`src/rtl/commit_trace_pkg.sv`:
```
// Commit trace shared types: FIFO entry layout and FSM state encodings.
// Optional build macro: COMMIT_TRACE_X0_FILTER_EN (used by commit_trace_tx).
package commit_trace_pkg;

  typedef struct packed {
    logic [31:0] pc;
    logic [31:0] inst;
    logic        rd_wen;
    logic [4:0]  rd_addr;
    logic [31:0] rd_wdata;
    logic        brk;
    logic        ivd;
  } commit_entry_t;

  localparam int COMMIT_ENTRY_W = $bits(commit_entry_t);

  typedef enum logic {
    EMIT_IDLE,
    EMIT_GAP
  } emit_state_e;

  typedef enum logic [1:0] {
    CTRL_RUN,
    CTRL_DRAIN,
    CTRL_HALT
  } ctrl_state_e;

  function automatic logic is_stop(
    input commit_entry_t e
  );
    return e.brk | e.ivd;
  endfunction

endpackage

```
`src/rtl/commit_trace_fifo.sv`:
```
// Commit entry FIFO: synchronous write, combinational head read.
// DEPTH must be a power of two so the pointers wrap for free.
module commit_trace_fifo
  import commit_trace_pkg::*;
#(
  parameter int  DEPTH = 4,
  parameter type T     = commit_entry_t
) (
  input  logic clk,
  input  logic reset,
  input  logic i_push,
  input  T     i_wdata,
  input  logic i_pop,
  output T     o_rdata,
  output logic o_full,
  output logic o_empty
);

  localparam int AW = $clog2(DEPTH);
  localparam int CW = AW + 1;

  T               r_mem [DEPTH];
  logic [AW-1:0]  r_wptr;
  logic [AW-1:0]  r_rptr;
  logic [CW-1:0]  r_count;
  logic           w_push;
  logic           w_pop;

  assign o_full  = (r_count == CW'(DEPTH));
  assign o_empty = (r_count == '0);
  assign w_push  = i_push && !o_full;
  assign w_pop   = i_pop && !o_empty;
  assign o_rdata = r_mem[r_rptr];

  always_ff @(posedge clk or negedge reset) begin
    if (!reset) begin
      r_wptr  <= '0;
      r_rptr  <= '0;
      r_count <= '0;
    end else begin
      if (w_push) r_wptr <= r_wptr + 1'b1;
      if (w_pop)  r_rptr <= r_rptr + 1'b1;
      unique case ({w_push, w_pop})
        2'b10:   r_count <= r_count + 1'b1;
        2'b01:   r_count <= r_count - 1'b1;
        default: r_count <= r_count;
      endcase
    end
  end

  always_ff @(posedge clk) begin
    if (w_push) r_mem[r_wptr] <= i_wdata;
  end

endmodule

```
`src/rtl/commit_trace_tx.sv`:
```
// Commit trace transmitter: buffers WB retires, replays them as debugger pulses.
// Build macro COMMIT_TRACE_X0_FILTER_EN suppresses GPR writes to x0.
module commit_trace_tx
  import commit_trace_pkg::*;
#(
  parameter int DEPTH = 4
) (
  input  logic        clk,
  input  logic        reset,
  input  logic        wb_valid,
  output logic        wb_ready,
  input  logic [31:0] wb_pc,
  input  logic [31:0] wb_inst,
  input  logic        wb_rd_wen,
  input  logic [4:0]  wb_rd_addr,
  input  logic [31:0] wb_rd_wdata,
  input  logic        wb_brk,
  input  logic        wb_ivd,
  output logic [31:0] dbg_pc,
  output logic [31:0] dbg_inst,
  output logic        dbg_done,
  output logic        dbg_gpr_wen,
  output logic [31:0] dbg_gpr_waddr,
  output logic [31:0] dbg_gpr_wdata,
  output logic        dbg_brk,
  output logic        dbg_ivd,
  output logic        dbg_halted
);

  commit_entry_t w_wentry;
  commit_entry_t w_head;
  logic          w_full;
  logic          w_empty;
  logic          w_push;
  logic          w_pop;
  logic          w_gpr_wen;
  logic          w_gpr_upd;

  emit_state_e   r_emit;
  emit_state_e   w_emit_nxt;
  ctrl_state_e   r_ctrl;
  ctrl_state_e   w_ctrl_nxt;

  logic [31:0]   r_pc;
  logic [31:0]   r_inst;
  logic          r_done;
  logic          r_gpr_wen;
  logic [31:0]   r_gpr_waddr;
  logic [31:0]   r_gpr_wdata;
  logic          r_brk;
  logic          r_ivd;
  logic          r_halted;

  assign w_wentry = '{
    pc:       wb_pc,
    inst:     wb_inst,
    rd_wen:   wb_rd_wen,
    rd_addr:  wb_rd_addr,
    rd_wdata: wb_rd_wdata,
    brk:      wb_brk,
    ivd:      wb_ivd
  };

  assign wb_ready = !w_full && (r_ctrl == CTRL_RUN);
  assign w_push   = wb_valid && wb_ready;

  commit_trace_fifo #(
    .DEPTH (DEPTH),
    .T     (commit_entry_t)
  ) u_fifo (
    .clk     (clk),
    .reset   (reset),
    .i_push  (w_push),
    .i_wdata (w_wentry),
    .i_pop   (w_pop),
    .o_rdata (w_head),
    .o_full  (w_full),
    .o_empty (w_empty)
  );

  always_ff @(posedge clk or negedge reset) begin
    if (!reset) begin
      r_emit <= EMIT_IDLE;
      r_ctrl <= CTRL_RUN;
    end else begin
      r_emit <= w_emit_nxt;
      r_ctrl <= w_ctrl_nxt;
    end
  end

  // Every pop is followed by a GAP cycle so dbg_done always falls between commits.
  always_comb begin
    w_emit_nxt = r_emit;
    w_pop      = 1'b0;
    unique case (r_emit)
      EMIT_IDLE: begin
        if (!w_empty && r_ctrl != CTRL_HALT) begin
          w_pop      = 1'b1;
          w_emit_nxt = EMIT_GAP;
        end
      end
      EMIT_GAP: w_emit_nxt = EMIT_IDLE;
      default:  w_emit_nxt = EMIT_IDLE;
    endcase
  end

  always_comb begin
    w_ctrl_nxt = r_ctrl;
    unique case (r_ctrl)
      CTRL_RUN: begin
        if (w_push && is_stop(w_wentry)) w_ctrl_nxt = CTRL_DRAIN;
      end
      CTRL_DRAIN: begin
        if (w_pop && is_stop(w_head)) w_ctrl_nxt = CTRL_HALT;
      end
      CTRL_HALT: w_ctrl_nxt = CTRL_HALT;
      default:   w_ctrl_nxt = CTRL_RUN;
    endcase
  end

`ifdef COMMIT_TRACE_X0_FILTER_EN
  assign w_gpr_upd = (w_head.rd_addr != 5'd0);
  assign w_gpr_wen = w_head.rd_wen && w_gpr_upd;
`else
  assign w_gpr_upd = 1'b1;
  assign w_gpr_wen = w_head.rd_wen;
`endif

  always_ff @(posedge clk or negedge reset) begin
    if (!reset) begin
      r_pc        <= '0;
      r_inst      <= '0;
      r_done      <= 1'b0;
      r_gpr_wen   <= 1'b0;
      r_gpr_waddr <= '0;
      r_gpr_wdata <= '0;
      r_brk       <= 1'b0;
      r_ivd       <= 1'b0;
      r_halted    <= 1'b0;
    end else begin
      r_done    <= w_pop;
      r_gpr_wen <= w_pop && w_gpr_wen;
      r_brk     <= w_pop && w_head.brk;
      r_ivd     <= w_pop && w_head.ivd;
      r_halted  <= r_halted || (r_ctrl == CTRL_HALT);
      if (w_pop) begin
        r_pc   <= w_head.pc;
        r_inst <= w_head.inst;
        if (w_gpr_upd) begin
          r_gpr_waddr <= {27'd0, w_head.rd_addr};
          r_gpr_wdata <= w_head.rd_wdata;
        end
      end
    end
  end

  assign dbg_pc        = r_pc;
  assign dbg_inst      = r_inst;
  assign dbg_done      = r_done;
  assign dbg_gpr_wen   = r_gpr_wen;
  assign dbg_gpr_waddr = r_gpr_waddr;
  assign dbg_gpr_wdata = r_gpr_wdata;
  assign dbg_brk       = r_brk;
  assign dbg_ivd       = r_ivd;
  assign dbg_halted    = r_halted;

endmodule

```
`config.mk`:
```
export PLATFORM = sky130hd
export DESIGN_NAME = commit_trace_tx
export DESIGN_NICKNAME = d
export VERILOG_FILES = /design/src/rtl/commit_trace_pkg.sv /design/src/rtl/commit_trace_fifo.sv /design/src/rtl/commit_trace_tx.sv
export SDC_FILE = /design/constraint.sdc
export NUM_CORES = 1
export LEC_CHECK = 0
export CAP_MARGIN = 25
export CORE_MARGIN = 8
export CORE_UTILIZATION = 40
export CTS_CLUSTER_DIAMETER = 100
export CTS_CLUSTER_SIZE = 24
export DETAILED_ROUTE_END_ITERATION = 8
export GPL_ROUTABILITY_DRIVEN = 0
export PLACE_DENSITY = 0.59
export SYNTH_ARGS = -nofsm -noshare
export SYNTH_HDL_FRONTEND = slang
export SYNTH_SLANG_ARGS = --single-unit
```
`constraint.sdc`:
```
create_clock -name clk -period 4.29 [get_ports clk]
set_clock_uncertainty 0.1 [all_clocks]
set_input_delay 0.429 -clock clk [delete_from_list [all_inputs] [get_ports clk]]
set_output_delay 0.429 -clock clk [all_outputs]
set_load 0.02 [all_outputs]
```
Word-level counts from Yosys, hierarchy flattened
Memory sizes are Yosys's and may differ from the RTL's.
Cells that the tools add are included.
{ "totals": {"reg_bits": 116, "ram_bits": 416, "in_bits": 107, "output_inout_bits": 134, "word_cells": 56, "mem_count": 1} }
{ "mem_list": {"columns": ["name", "depth", "width", "read_ports", "rd_clocked_by_memory_dff", "write_ports", "line", "rtl"], "rows": [
  ["u_fifo.r_mem", 4, 104, 1, 0, 1, "commit_trace_fifo.sv:22", "T r_mem [DEPTH];"]
]} }
{ "op_classes": {"add_sub_neg": 4, "eq_ne": 8, "mux": 9, "bitwise": 3, "n_reduce_logical": 17} }
{ "op_table": {"columns": ["op", "n"], "rows": [
  ["logical AND 1 bit", 10],
  ["one-hot mux 2 bit (3 select lines)", 1],
  ["one-hot mux 3 bit (2 select lines)", 1],
  ["adder 2 x 1 -> 2 bit, second input constant", 2],
  ["== test 2 x 1 -> 1 bit, second input constant", 2],
  ["== test 2 bit, second input constant", 2],
  ["2-to-1 mux 1 bit", 4],
  ["2-to-1 mux 2 bit", 2],
  ["inequality test 2 bit, second input constant", 2],
  ["adder 3 x 1 -> 3 bit, second input constant", 1],
  ["== test 3 bit, second input constant", 1],
  ["zero test 3 bit", 1],
  ["subtractor 3 x 1 -> 3 bit, second input constant", 1],
  ["zero test 1 bit", 2],
  ["zero test 2 bit", 1],
  ["inequality test 2 x 1 -> 1 bit, second input constant", 1],
  ["bitwise OR 1 bit", 2],
  ["one-hot mux 1 bit (2 select lines)", 1],
  ["AND reduction 2 bit", 1],
  ["nonzero test 2 bit", 1],
  ["logical OR 1 bit", 1],
  ["inverter 1 bit", 1]
]} }

Logic depth before layout (Yosys ltp)
{ "logic_depth": {"depth_word": 8, "ltp_mapped": 13} }

Cells and area by module
A second synthesis with hierarchy kept.
{ "unflattened": {"cells_unflattened": 849, "area_unflattened_um2": 19683.9} }
{ "by_module_without_submodules": {"columns": ["module", "instances", "cells_each", "area_each_um2"], "rows": [
  ["commit_trace_fifo", 1, 582, 15417.3],
  ["commit_trace_tx", 1, 267, 4266.6]
]} }

Worst setup path before layout
Ideal clock, no wire load.
{ "synth_path": {"path_kind": "register -> register", "from": "reg r_ctrl[0]", "to": "mem u_fifo.r_mem[0][0] (netlist bit) (enable)", "setup_ps": 476, "arrival_ps": 3701, "t_required_ps": 3714, "path_slack_ps": 13, "stages_incl_launch_ff": 5, "path_buffers": 0, "path_cell_list": "dfrtp_1 -> inv_1 -> ha_1 -> a21boi_1 -> and3_1"} }
{ "synth_between": {"elab_chain_len": 6} }
{ "synth_rtl": {"columns": ["element", "line", "rtl"], "rows": [
  ["start, declared", "commit_trace_tx.sv:41", "ctrl_state_e r_ctrl;"],
  ["start signal, assigned", "commit_trace_tx.sv:87", "r_ctrl <= w_ctrl_nxt;"],
  ["zero test 2 bit", "commit_trace_tx.sv:64", "assign wb_ready = !w_full && (r_ctrl == CTRL_RUN);"],
  ["logical AND 1 bit", "commit_trace_tx.sv:64", null],
  ["net wb_ready", "commit_trace_tx.sv:11", "output logic wb_ready,"],
  ["logical AND 1 bit", "commit_trace_tx.sv:65", "assign w_push = wb_valid && wb_ready;"],
  ["logical AND 1 bit", "commit_trace_fifo.sv:31", "assign w_push = i_push && !o_full;"],
  ["2-to-1 mux 1 bit", "commit_trace_fifo.sv:52", "if (w_push) r_mem[r_wptr] <= i_wdata;"],
  ["2-to-1 mux 1 bit (not written as such)", "commit_trace_fifo.sv:52", null],
  ["end, declared", "commit_trace_fifo.sv:22", null]
]} }
The timed path passes the listed nets, and every way through them passes these cells.

Worst setup path in the final report
{ "layout_path": {"from": "reg r_ctrl[0]", "to": "out wb_ready"} }
{ "layout_between": {"elab_chain_len": 2} }
{ "layout_rtl": {"columns": ["element", "line"], "rows": [
  ["zero test 2 bit", "commit_trace_tx.sv:64"],
  ["logical AND 1 bit", "commit_trace_tx.sv:64"],
  ["end, declared", "commit_trace_tx.sv:11"]
]} }
Every way passes these cells.

==> summary.md <==
| Metric | Value |
|---|---|
| Synth-to-layout area growth | `18.7%` |
| Synth top area share | `63.5%` |
| Post_cts resized | `0` |
| Final TNS setup | `0 ps` |
| Initial Utilization | `40.3%` |
| Largest net degree at the start of global routing | `58` |
| CTS tree | `yes` |
| Max-slew headroom | `44.7%` |
| Sink Count | `531` |
| DRC | `0` |
| Sequential-to-total area share from yosys stat | `78.2%` |
| Main flop type after synthesis | `edfxtp_1` |
| Pwr dens | `661 mW/mm^2` |
| Die Area | `0.0565 mm^2` |
| WL met2 | `19900 um` |
| R2R Setup Slk | `1490 ps` |
| Final Hold Vio Count | `0` |
| Leakage | `8.31 nW` |
| HPWL Detailed | `23700 um` |
| Post-synth EDFFs | `416` |
| Final Setup Violations | `0` |
| Fin nets | `1391` |
| Synth area leaders | `edfxtp_1, dfrtp_1, mux4_2, nand2_1, buf_4` |
| Least-Margin Pin Slew | `829 ps` |
| Synth async-reset ratio | `21.7%` |
| Tmin final | `3040 ps` |
| Via density | `4.86` |
| Fin. max-slew vios | `0` |
| Root Driver | `clkbuf_16` |
| Share of cells above drive strength 1 | `12.5%` |
| Clock latency on the worst-skew pair | `580 ps` |
| Min setup slack post-route | `1250 ps` |
| DRT met1 WL | `17800 um` |
| Synth Instances | `1063` |
| Chip Height | `238 um` |
| First-pass GRT wire length | `62400 um` |
| Vias in the first global route | `10100` |
| # rows | `81` |
| Peak supply drop | `359 uV` |
| RSZ-0062 raised after global routing | `no` |
| Avg Inst Size Synth | `18.5 um^2` |
| DRT Pass-1 Iters | `5` |
| Total gr overflow | `0` |
| CORE AREA | `0.0487 mm^2` |
| Port Buffers | `213` |
| CP startpoint | `r_ctrl[0]` |
| CP Capture Type | `output pin` |
| Routed Antenna Nets | `0` |
| Die Wd | `238 um` |
| Vias | `9545` |
| Crit share post-route | `70.8%` |
| Max_cap viols | `0` |
| Clock Path Buffers | `3` |
| Setup WS pre-CTS | `1400 ps` |
| Detailed Route Iter0 Violations | `604` |
| Total track usage | `14.3%` |
| Setup crit start kind | `flop` |
| Top Layer Used | `met5` |
| Routed wire length | `40800 um` |
| H-Tree Depth | `1` |
| Crit path DAT | `2510 ps` |
| Clk pin slew, worst setup/hold paths | `100 ps` |
| Leading area contributor after synthesis | `edfxtp_1` |
| Worst EP required | `3760 ps` |
| CP max FO | `6` |
| Max Fclk | `329 MHz` |
| Post-Syn Area | `0.0197 mm^2` |
| Initial antenna violation count | `6` |
| R2R cell count | `11` |
| Worst R2R Start | `r_ctrl[0]` |
| Num ports | `241` |
| Worst hold path class | `in -> async` |
| WL per Instance | `20.8 um` |
| RR Endpoint | `u_fifo.r_count[2]` |
| Status | `finished, final reports clean` |
| Critical path type | `reg -> out` |
| Yosys cell types | `27` |
| Metal3 WL | `2570 um` |
| Number of warnings issued by yosys | `0` |
| Yosys reg bits | `531` |
| Inserted Clock Buffers | `26` |
==> stage by stage <==
stage | hold WS, ps | area [um^2] | util [%] | total power (W) | instances
after floorplan | 33.4 | 19800 | - | 0.0107 | 1089
after global placement | 312 | 22600 | 46.3 | 0.0129 | 1909
after detailed placement | 318 | 22600 | 46.3 | 0.0130 | 1909
after CTS | 249 | 23300 | 47.9 | 0.0157 | 1958
after global routing | 272 | 23300 | 47.9 | 0.0164 | 1958
final | 255 | 23300 | 47.9 | 0.0154 | 1962
==> state kept, by name, indices dropped and copies added, names as in the netlist, 2 cells and up <==
name / flops
r_ctrl: 2
dbg_pc: 32
dbg_gpr_wdata: 32
dbg_gpr_waddr: 5
dbg_inst: 32
u_fifo.r_rptr: 2
u_fifo.r_wptr: 2
u_fifo.r_mem: 416
u_fifo.r_count: 3
==> power breakdown <==
group / internal (W) / switching [W] / total, W
Clock: 0.00120 / 0.00156 / 0.00276
Sequential: 0.00660 / 0.000620 / 0.00722
Combinational: 0.00245 / 0.00301 / 0.00546
Total: 0.0102 / 0.00519 / 0.0154
==> layout make-up <==
cell class	instances	area [um^2]
multi-input cells	475	3960
clock buffers	46	747
fillers	4083	25400
inverters	10	40.0
flip-flops and latches	531	15400
well taps	664	831
diodes	4	10.0
repair buffers	230	2350
clock inverters	2	22.5
==> repair_timing <==
| action | in CTS | in global routing |
|---|---|---|
| endpoints found under the hold margin | 44 | 0 |
| hold buffers | 1 | 0 |
| setup buffers | 0 | 0 |
==> worst max path at each step <==
| stage | endpoint | slack (ps) | depth (start not counted) |
|---|---|---|---|
| after floorplan | u_fifo.r_mem[0][0] | 10 | 4 |
| after global placement | dbg_gpr_wdata[19] | 1490 | 8 |
| after detailed placement | dbg_gpr_wdata[10] | 1400 | 8 |
| after CTS | wb_ready | 1210 | 4 |
| after global routing | wb_ready | 1080 | 4 |
| final | wb_ready | 1250 | 4 |
==> logic make-up after synthesis <==
group / share of synthesized area (%)
adder cells (fa/ha/maj): 0.675
other: 0.0191
XOR/XNOR: 0.267
multiplexers: 12.1
AND/OR/NAND/NOR: 6.22
buffers and inverters: 2.32
flip-flops: 78.2
AO/OA/AOI/OAI: 0.255
==> placed cells by master, fill, tap and decap left out, types with 3 or more instances in the layout <==
cell,instances
mux2_1,3
diode_2,4
clkbuf_1,19
nand2_1,305
mux4_2,104
nor2_1,3
edfxtp_1,416
clkbuf_16,27
conb_1,27
and3_1,3
clkdlybuf4s50_1,212
ha_1,9
inv_1,8
and3_4,4
dfrtp_1,113
xnor2_1,4
buf_4,9
buf_12,7
==> synthesized netlist by cell type, types with 3 or more instances <==
cell      number
edfxtp_1     416
nand2_1      306
dfrtp_1      115
mux4_2       104
buf_4         30
clkbuf_1      22
buf_2         19
ha_1           9
inv_1          8
and3_1         7
xnor2_1        4
mux2_1         3
nor2_1         3
==> layer usage <==
layer	vias to the layer above	track usage, %
met1	4989	19.0
li1	4301	-
met4	4	2.47
met2	216	24.2
met5	-	0
met3	35	3.35
==> critical path: stages (launching register included) <==
cell,delay (ps)
dfrtp_1,400
inv_1,120
ha_1,210
a21boi_1,490
clkdlybuf4s50_1,720
Power figures use the tool's default switching activity.
